### src/rtl/crc32_stream.sv
// Streaming CRC-32 generator/checker.
// DATA_W-bit beats pass through one register stage under valid/ready. The CRC
// register is advanced by a chain of per-byte LFSR stages, one per byte lane,
// over the valid bytes of each accepted beat. At end of frame the block
// reports the final CRC (generate mode) or a residue check (check mode).

// One byte of CRC-32 LFSR update; passes crc_i through unchanged when en_i=0.
// With REFLECT=1 the register is kept in reflected (LSB-first) orientation, so
// the final value needs no bit reversal and the good-frame residue is the
// familiar Ethernet constant.
module crc32_stream_byte #(
  parameter logic [31:0] POLY    = 32'h04C11DB7,
  parameter bit          REFLECT = 1'b1
) (
  input  logic [31:0] crc_i,
  input  logic [7:0]  byte_i,
  input  logic        en_i,
  output logic [31:0] crc_o
);

  function automatic logic [31:0] rev32(input logic [31:0] v);
    logic [31:0] r;
    for (int i = 0; i < 32; i++) r[i] = v[31-i];
    return r;
  endfunction

  localparam logic [31:0] RPOLY = rev32(POLY);

  // Eight unrolled shift/xor steps, bit order chosen by REFLECT.
  always_comb begin
    logic [31:0] c;
    c = crc_i;
    for (int b = 0; b < 8; b++) begin
      if (REFLECT) begin
        if (c[0] ^ byte_i[b]) c = (c >> 1) ^ RPOLY;
        else                  c = c >> 1;
      end else begin
        if (c[31] ^ byte_i[7-b]) c = (c << 1) ^ POLY;
        else                     c = c << 1;
      end
    end
    crc_o = en_i ? c : crc_i;
  end

endmodule

module crc32_stream #(
  parameter int          DATA_W  = 32,
  parameter logic [31:0] POLY    = 32'h04C11DB7,
  parameter logic [31:0] INIT    = 32'hFFFFFFFF,
  parameter logic [31:0] XOR_OUT = 32'hFFFFFFFF,
  parameter bit          REFLECT = 1'b1,
  parameter logic [31:0] RESIDUE = 32'hDEBB20E3,
  parameter int          MTY_W   = ((DATA_W / 8) > 1) ? $clog2(DATA_W / 8) : 1
) (
  input  logic              clk,
  input  logic              reset,
  input  logic [DATA_W-1:0] in_data,
  input  logic              in_valid,
  output logic              in_ready,
  input  logic              in_sop,
  input  logic              in_eop,
  input  logic [MTY_W-1:0]  in_mty,
  input  logic              check_mode,
  output logic [DATA_W-1:0] out_data,
  output logic              out_sop,
  output logic              out_eop,
  output logic [MTY_W-1:0]  out_mty,
  output logic              out_valid,
  input  logic              out_ready,
  output logic [31:0]       crc_value,
  output logic              crc_valid,
  output logic              crc_ok,
  output logic              seq_err
);

  localparam int BYTES = DATA_W / 8;

  typedef enum logic {S_IDLE = 1'b0, S_ACTIVE = 1'b1} state_t;

  state_t              state_q, state_d;
  logic [31:0]         crc_q, crc_d;
  logic                mode_q, mode_d;
  logic [DATA_W-1:0]   out_data_q, out_data_d;
  logic                out_sop_q, out_sop_d;
  logic                out_eop_q, out_eop_d;
  logic [MTY_W-1:0]    out_mty_q, out_mty_d;
  logic                out_valid_q, out_valid_d;
  logic [31:0]         crc_value_q, crc_value_d;
  logic                crc_valid_q, crc_valid_d;
  logic                crc_ok_q, crc_ok_d;
  logic                seq_err_q, seq_err_d;

  logic                accept;
  logic [BYTES-1:0]    byte_en;
  int                  nbytes;
  logic [31:0]         crc_base;
  logic [31:0]         crc_upd;

  // Single register stage: a new beat may enter whenever the slot is empty
  // or is being drained this cycle. Never depends on in_valid.
  assign in_ready = ~out_valid_q | out_ready;
  assign accept   = in_valid & in_ready;

  // A sop beat always starts from INIT, which also covers the abort/restart
  // case when a sop arrives mid-frame.
  assign crc_base = in_sop ? INIT : crc_q;

  // Byte lanes in use: all of them, except on eop where the top in_mty are
  // empty. An out-of-range count still keeps one byte.
  always_comb begin
    nbytes = BYTES;
    if (in_eop) begin
      if (int'(in_mty) >= BYTES) nbytes = 1;
      else                       nbytes = BYTES - int'(in_mty);
    end
    for (int i = 0; i < BYTES; i++) byte_en[i] = (i < nbytes);
  end

  // Byte-lane LFSR chain, lane 0 first (first on the wire).
  for (genvar g = 0; g < BYTES; g++) begin : g_byte
    logic [31:0] c_in;
    logic [31:0] c_out;
    if (g == 0) begin : g_first
      assign c_in = crc_base;
    end else begin : g_next
      assign c_in = g_byte[g-1].c_out;
    end
    crc32_stream_byte #(
      .POLY    (POLY),
      .REFLECT (REFLECT)
    ) u_byte (
      .crc_i  (c_in),
      .byte_i (in_data[8*g +: 8]),
      .en_i   (byte_en[g]),
      .crc_o  (c_out)
    );
  end

  assign crc_upd = g_byte[BYTES-1].c_out;

  // Next-state: pass-through register, framing FSM, CRC register and results.
  always_comb begin
    logic finish;
    logic fin_mode;
    state_d     = state_q;
    crc_d       = crc_q;
    mode_d      = mode_q;
    out_data_d  = out_data_q;
    out_sop_d   = out_sop_q;
    out_eop_d   = out_eop_q;
    out_mty_d   = out_mty_q;
    out_valid_d = out_valid_q & ~out_ready;
    crc_value_d = crc_value_q;
    crc_ok_d    = crc_ok_q;
    crc_valid_d = 1'b0;
    seq_err_d   = 1'b0;
    finish      = 1'b0;
    fin_mode    = mode_q;

    if (accept) begin
      out_data_d  = in_data;
      out_sop_d   = in_sop;
      out_eop_d   = in_eop;
      out_mty_d   = in_mty;
      out_valid_d = 1'b1;

      if (in_sop) begin
        // sop while a frame is open aborts that frame silently apart from
        // the error pulse; the mode is taken fresh from this beat.
        seq_err_d = (state_q == S_ACTIVE);
        mode_d    = check_mode;
        fin_mode  = check_mode;
        if (in_eop) begin
          finish = 1'b1;
        end else begin
          state_d = S_ACTIVE;
          crc_d   = crc_upd;
        end
      end else if (state_q == S_ACTIVE) begin
        if (in_eop) finish = 1'b1;
        else        crc_d  = crc_upd;
      end else begin
        // Stray beat outside a frame: forwarded, not folded into any CRC.
        seq_err_d = 1'b1;
      end
    end

    if (finish) begin
      state_d     = S_IDLE;
      crc_d       = INIT;
      crc_valid_d = 1'b1;
      // Register orientation already matches the output bit order.
      crc_value_d = crc_upd ^ XOR_OUT;
      crc_ok_d    = fin_mode ? (crc_upd == RESIDUE) : 1'b1;
    end
  end

  // State and output registers; reset aborts any open frame immediately.
  always_ff @(posedge clk or posedge reset) begin
    if (reset) begin
      state_q     <= S_IDLE;
      crc_q       <= INIT;
      mode_q      <= 1'b0;
      out_data_q  <= '0;
      out_sop_q   <= 1'b0;
      out_eop_q   <= 1'b0;
      out_mty_q   <= '0;
      out_valid_q <= 1'b0;
      crc_value_q <= '0;
      crc_valid_q <= 1'b0;
      crc_ok_q    <= 1'b0;
      seq_err_q   <= 1'b0;
    end else begin
      state_q     <= state_d;
      crc_q       <= crc_d;
      mode_q      <= mode_d;
      out_data_q  <= out_data_d;
      out_sop_q   <= out_sop_d;
      out_eop_q   <= out_eop_d;
      out_mty_q   <= out_mty_d;
      out_valid_q <= out_valid_d;
      crc_value_q <= crc_value_d;
      crc_valid_q <= crc_valid_d;
      crc_ok_q    <= crc_ok_d;
      seq_err_q   <= seq_err_d;
    end
  end

  assign out_data  = out_data_q;
  assign out_sop   = out_sop_q;
  assign out_eop   = out_eop_q;
  assign out_mty   = out_mty_q;
  assign out_valid = out_valid_q;
  assign crc_value = crc_value_q;
  assign crc_valid = crc_valid_q;
  assign crc_ok    = crc_ok_q;
  assign seq_err   = seq_err_q;

endmodule
### config.mk
export PLATFORM = sky130hd
export DESIGN_NAME = crc32_stream
export DESIGN_NICKNAME = d
export VERILOG_FILES = /design/src/rtl/crc32_stream.sv
export SDC_FILE = /design/constraint.sdc
export NUM_CORES = 1
export LEC_CHECK = 0
export ABC_AREA = 1
export BUFFER_PORTS_ARGS = -buffer_cell sky130_fd_sc_hd__buf_2
export CORE_MARGIN = 2
export CORE_UTILIZATION = 62
export CTS_CLUSTER_SIZE = 40
export DETAILED_ROUTE_END_ITERATION = 8
export GPL_TIMING_DRIVEN = 1
export MAX_ROUTING_LAYER = met4
export PLACE_DENSITY = 0.89
export SKIP_LAST_GASP = 1
export SYNTH_ARGS = -nofsm -noshare
export SYNTH_HDL_FRONTEND = slang
export SYNTH_SLANG_ARGS = --single-unit
### constraint.sdc
create_clock -name clk -period 4.5 [get_ports clk]
set_clock_uncertainty 0.15 [all_clocks]
set_input_delay 0.675 -clock clk [delete_from_list [all_inputs] [get_ports clk]]
set_output_delay 0.675 -clock clk [all_outputs]
set_load 0.005 [all_outputs]
==> metrics.md, run 1 <==
| Metric | Value |
|---|---|
| Status | stopped before the end |
| Stopped at | global routing |
| Stop err | [ERROR GRT-0232] Routing congestion too high. Check the congestion heatmap in the GUI. |
| Die Span X | 141 um |
| CTS root buf | clkbuf_16 |
| Global route overflow | 572 |
| Mean Syn Cell Area | 5.73 sq um |
| Count leader, synth | nand2_1 |
| Most area-hungry cell type in the Yosys netlist | nand2_1 |
| # IOs | 114 |
| Worst setup endpoint GRT | crc_ok$_DFFE_PP0P_/D |
| PortBufs | 113 |
| Hpwl dp | 37400 um |
| Largest net degree at the start of global routing | 87 |
| Synth top area cells | nand2_1 (30%), dfrtp_1 (16%), nand3_1 (14%) |
| Most frequent cells after synthesis | nand2_1 (913), nand3_1 (314), inv_1 (144), o21ai_0 (90), nand2_2 (82) |
| Starting density of the core | 63.7% |
| Syn_nets | 2059 |
| Ys async rst share | 100% |
| Synth top area share | 29.7% |
| Gp weighted congestion | 1.15 |
| Synth cell types | 43 |
| Ys flop type | dfrtp_1 |
| H-tree depth | 3 |
| Worst_ep kind | register input |
| Cells after Synth | 2016 |
| DIE HEIGHT | 141 um |
| CTS buffer count | 9 |
| EDFF count, synth | 0 |
| Sequential area share after synthesis | 23.3% |
| CTS Buffer Depth | 2 |
| CTS sink count | 106 |
| #FFs+latches synth | 106 |
| Yosys warnings | 0 |
| Synthesized area | 11600 sq um |
| Site Rows | 49 |
| Total Routing Usage GR | 93.8% |
## cells by family after synthesis
family	share of synthesized area, %
AND/OR/NAND/NOR	57.0
AO/OA/AOI/OAI	7.83
flip-flops	23.3
adder cells (fa/ha/maj)	0.217
XOR/XNOR	3.52
buffers and inverters	8.13
## routing by layer
| layer | GRT usage, % | overflow |
|---|---|---|
| met5 | - | - |
| met1 | 89.2 | 14 |
| met3 | 78.9 | 18 |
| met2 | 108 | 407 |
| met4 | 98.1 | 133 |
## per-stage QoR
stage | setup WS [ps] | setup TNS [ps] | hold slack [ps] | cells | cell area (sq um)
4_1_cts | -51.2 | -51.2 | 332 | 2668 | 15500
3_5_place_dp | -842 | -21120 | 312 | 2629 | 14600
3_3_place_gp | -536 | -11080 | 308 | 2629 | 14600
2_1_floorplan | 278 | 0 | 288 | 2016 | 11600
## timing repair
action                     CTS
cloned                       1
pin swaps                   32
setup endpoints to repair   36
setup buffers               22
hold buffers                 0
resized for setup          107
==> inputs of run 2 (changes only) <==
- CORE_UTILIZATION: 62 -> 40
- CTS_CLUSTER_SIZE: 40 -> unset
- MAX_ROUTING_LAYER: met4 -> unset
- PLACE_DENSITY: 0.89 -> unset
- PLACE_DENSITY_LB_ADDON: unset -> 0.15
==> metrics.md, run 2 <==
| Metric | Value |
|---|---|
| Status | finished with violations |
| Violated checks | setup timing |
| FMAX | 217 MHz |
| Hpwl dp | 42800 um |
| Syn_nets | 2059 |
| # IOs | 114 |
| Worst stage delay on the critical path | 200 ps |
| Worst hold path class | input port to asynchronous set/reset pin |
| EDFF count, synth | 0 |
| Skew-Pair Late Insertion Delay | 370 ps |
| Starting density of the core | 40.5% |
| Yosys warnings | 0 |
| Arr. time, crit path | 4770 ps |
| Synth top area cells | nand2_1 (30%), dfrtp_1 (16%), nand3_1 (14%) |
| Highest-delay cell along the critical path | nor2_4 |
| Fin. Hold Viols | 0 |
| Commonest non-fill, non-tap cells in the layout | nand2_1 (723), buf_4 (485), nand3_1 (200), nand2_2 (192), inv_1 (130) |
| CTS tree | yes |
| Antenna diodes | 0 |
| Vias per cell | 5.24 |
| Die Span X | 174 um |
| Crit start category | input port |
| Most frequent cells after synthesis | nand2_1 (913), nand3_1 (314), inv_1 (144), o21ai_0 (90), nand2_2 (82) |
| Detailed Route Iter0 Violations | 1371 |
| CTS buffer count | 9 |
| Commonest non-fill, non-tap cell in the layout | nand2_1 |
| FF-to-FF Start | crc_q[3]$_DFFE_PP1P_ |
| Worst Tran Pin Value | 959 ps |
| Unrepaired setup endpoints after global routing | yes |
| Max FO, Critical Path | 7 |
| Max-slew headroom | 36.0% |
| Largest net degree at the start of global routing | 70 |
| Clock transition at the registers of the reported paths | 80 ps |
| Setup crit end kind | flop |
| Global route overflow | 0 |
| Vias in the first global route | 14.3k |
| Max_cap viols | 0 |
| CORE AREA | 28500 sq um |
| Ys flop type | dfrtp_1 |
| First-pass GRT wire length | 81400 um |
| Gp weighted congestion | 0.995 |
| CTS sink count | 106 |
| Cells after Synth | 2016 |
| Die ar. | 30300 sq um |
| R2R Path End | crc_ok$_DFFE_PP0P_ |
| DRC | 0 |
| Site Rows | 62 |
| Critical Path RT | 4650 ps |
| Worst R2R Path Depth | 38 |
| PortBufs | 113 |
| Via count | 15.6k |
| CTS root buf | clkbuf_16 |
| Tmin final | 4620 ps |
| Slew Viols, Final | 0 |
| FF-to-FF setup slack | -50 ps |
| #FFs+latches synth | 106 |
| Iteration count of the initial detailed-routing pass | 7 |
| Initial antenna violation count | 0 |
| Synthesized area | 11600 sq um |
| Area Overhead vs Synth | 62.5% |
| Total Routing Usage GR | 34.8% |
| Synth top area share | 29.7% |
| Tcrit/Tclk final | 103% |
| Pre-CTS setup slack | -865 ps |
| CP dominant cell by count | nand2_2 |
| Setup CP Type | input port to flop |
| Count leader, synth | nand2_1 |
| Post-DRT Antenna Nets | 0 |
| Final setup violating endpoints | 2 |
| DIE HEIGHT | 174 um |
| Ys async rst share | 100% |
| DRT Wirelength | 55300 um |
| Layout cells sized above 1 | 46.9% |
| H-tree depth | 3 |
| Sequential area share after synthesis | 23.3% |
| Synth cell types | 43 |
| Most area-hungry cell type in the Yosys netlist | nand2_1 |
| Nets | 2635 |
| Wire per inst | 18.6 um |
| Mean Syn Cell Area | 5.73 sq um |
| Setup ws final | -117 ps |
| CTS Buffer Depth | 2 |
run 2: worst max path at each step:
stage	end	start	depth (start not counted)	slack, ps
2_1_floorplan	crc_ok$_DFFE_PP0P_	in_mty[0]	37	280
4_1_cts	crc_ok$_DFFE_PP0P_	crc_q[0]$_DFFE_PP1P_	40	1
3_3_place_gp	crc_ok$_DFFE_PP0P_	in_mty[1]	36	-800
6_report	crc_ok$_DFFE_PP0P_	in_mty[1]	40	-120
5_1_grt	crc_ok$_DFFE_PP0P_	in_mty[1]	42	-350
3_5_place_dp	crc_ok$_DFFE_PP0P_	in_mty[1]	36	-860
run 2: metrics by stage:
step	instance area, sq um	util [%]	TNS, ps	std cells	hold WS [ps]
global route	18800	65.8	-2270	2981	266
detailed placement	15400	54.0	-26910	2866	311
floorplan	11600	-	0	2016	288
finish	18800	65.8	-171	2981	209
CTS	16400	57.3	0	2906	215
global placement	15400	54.0	-23210	2866	308
run 2: layout make-up:
type / count / area (sq um)
Sequential cell: 106 / 2690
Clock inverter: 6 / 66.3
Inverter: 168 / 664
Tap cell: 384 / 480
Fill cell: 2673 / 9770
Timing Repair Buffer: 620 / 4490
Clock buffer: 10 / 239
Multi-Input combinational cell: 1687 / 10100
run 2: worst max-delay path, delay by kind of cell:
kind	cells	cell delay (ps)
simple gates	29	2830
buf+inv	9	980
fa+ha+maj	1	160
compound gates	1	90
run 2: logic make-up (layout without fill, tap and decap cells):
logic type / count (synthesis) / count (layout) / synth area share, %
XOR/XNOR: 43 / 43 / 3.52
flip-flops: 106 / 106 / 23.3
buffers and inverters: 226 / 804 / 8.13
adder cells (fa/ha/maj): 2 / 2 / 0.217
AND/OR/NAND/NOR: 1471 / 1474 / 57.0
AO/OA/AOI/OAI: 168 / 168 / 7.83
run 2: layer usage:
metal / wire length [um] / GRT usage (%)
met1: 24800 / 50.0
met2: 24600 / 53.7
met3: 3840 / 3.65
met4: 2090 / 13.0
met5: 0 / 0
run 2: what timing repair did:
item	4_1_cts	5_1_grt
gates resized for setup	106	462
hold buffers	0	0
setup endpoints to repair	38	51
gates cloned	2	1
pin swaps	29	179
setup buffers	22	75
Power of run 2 is left out: the tool's default activity adds up to more than one toggle a clock period on the data nets, which glitch-free logic cannot reach.
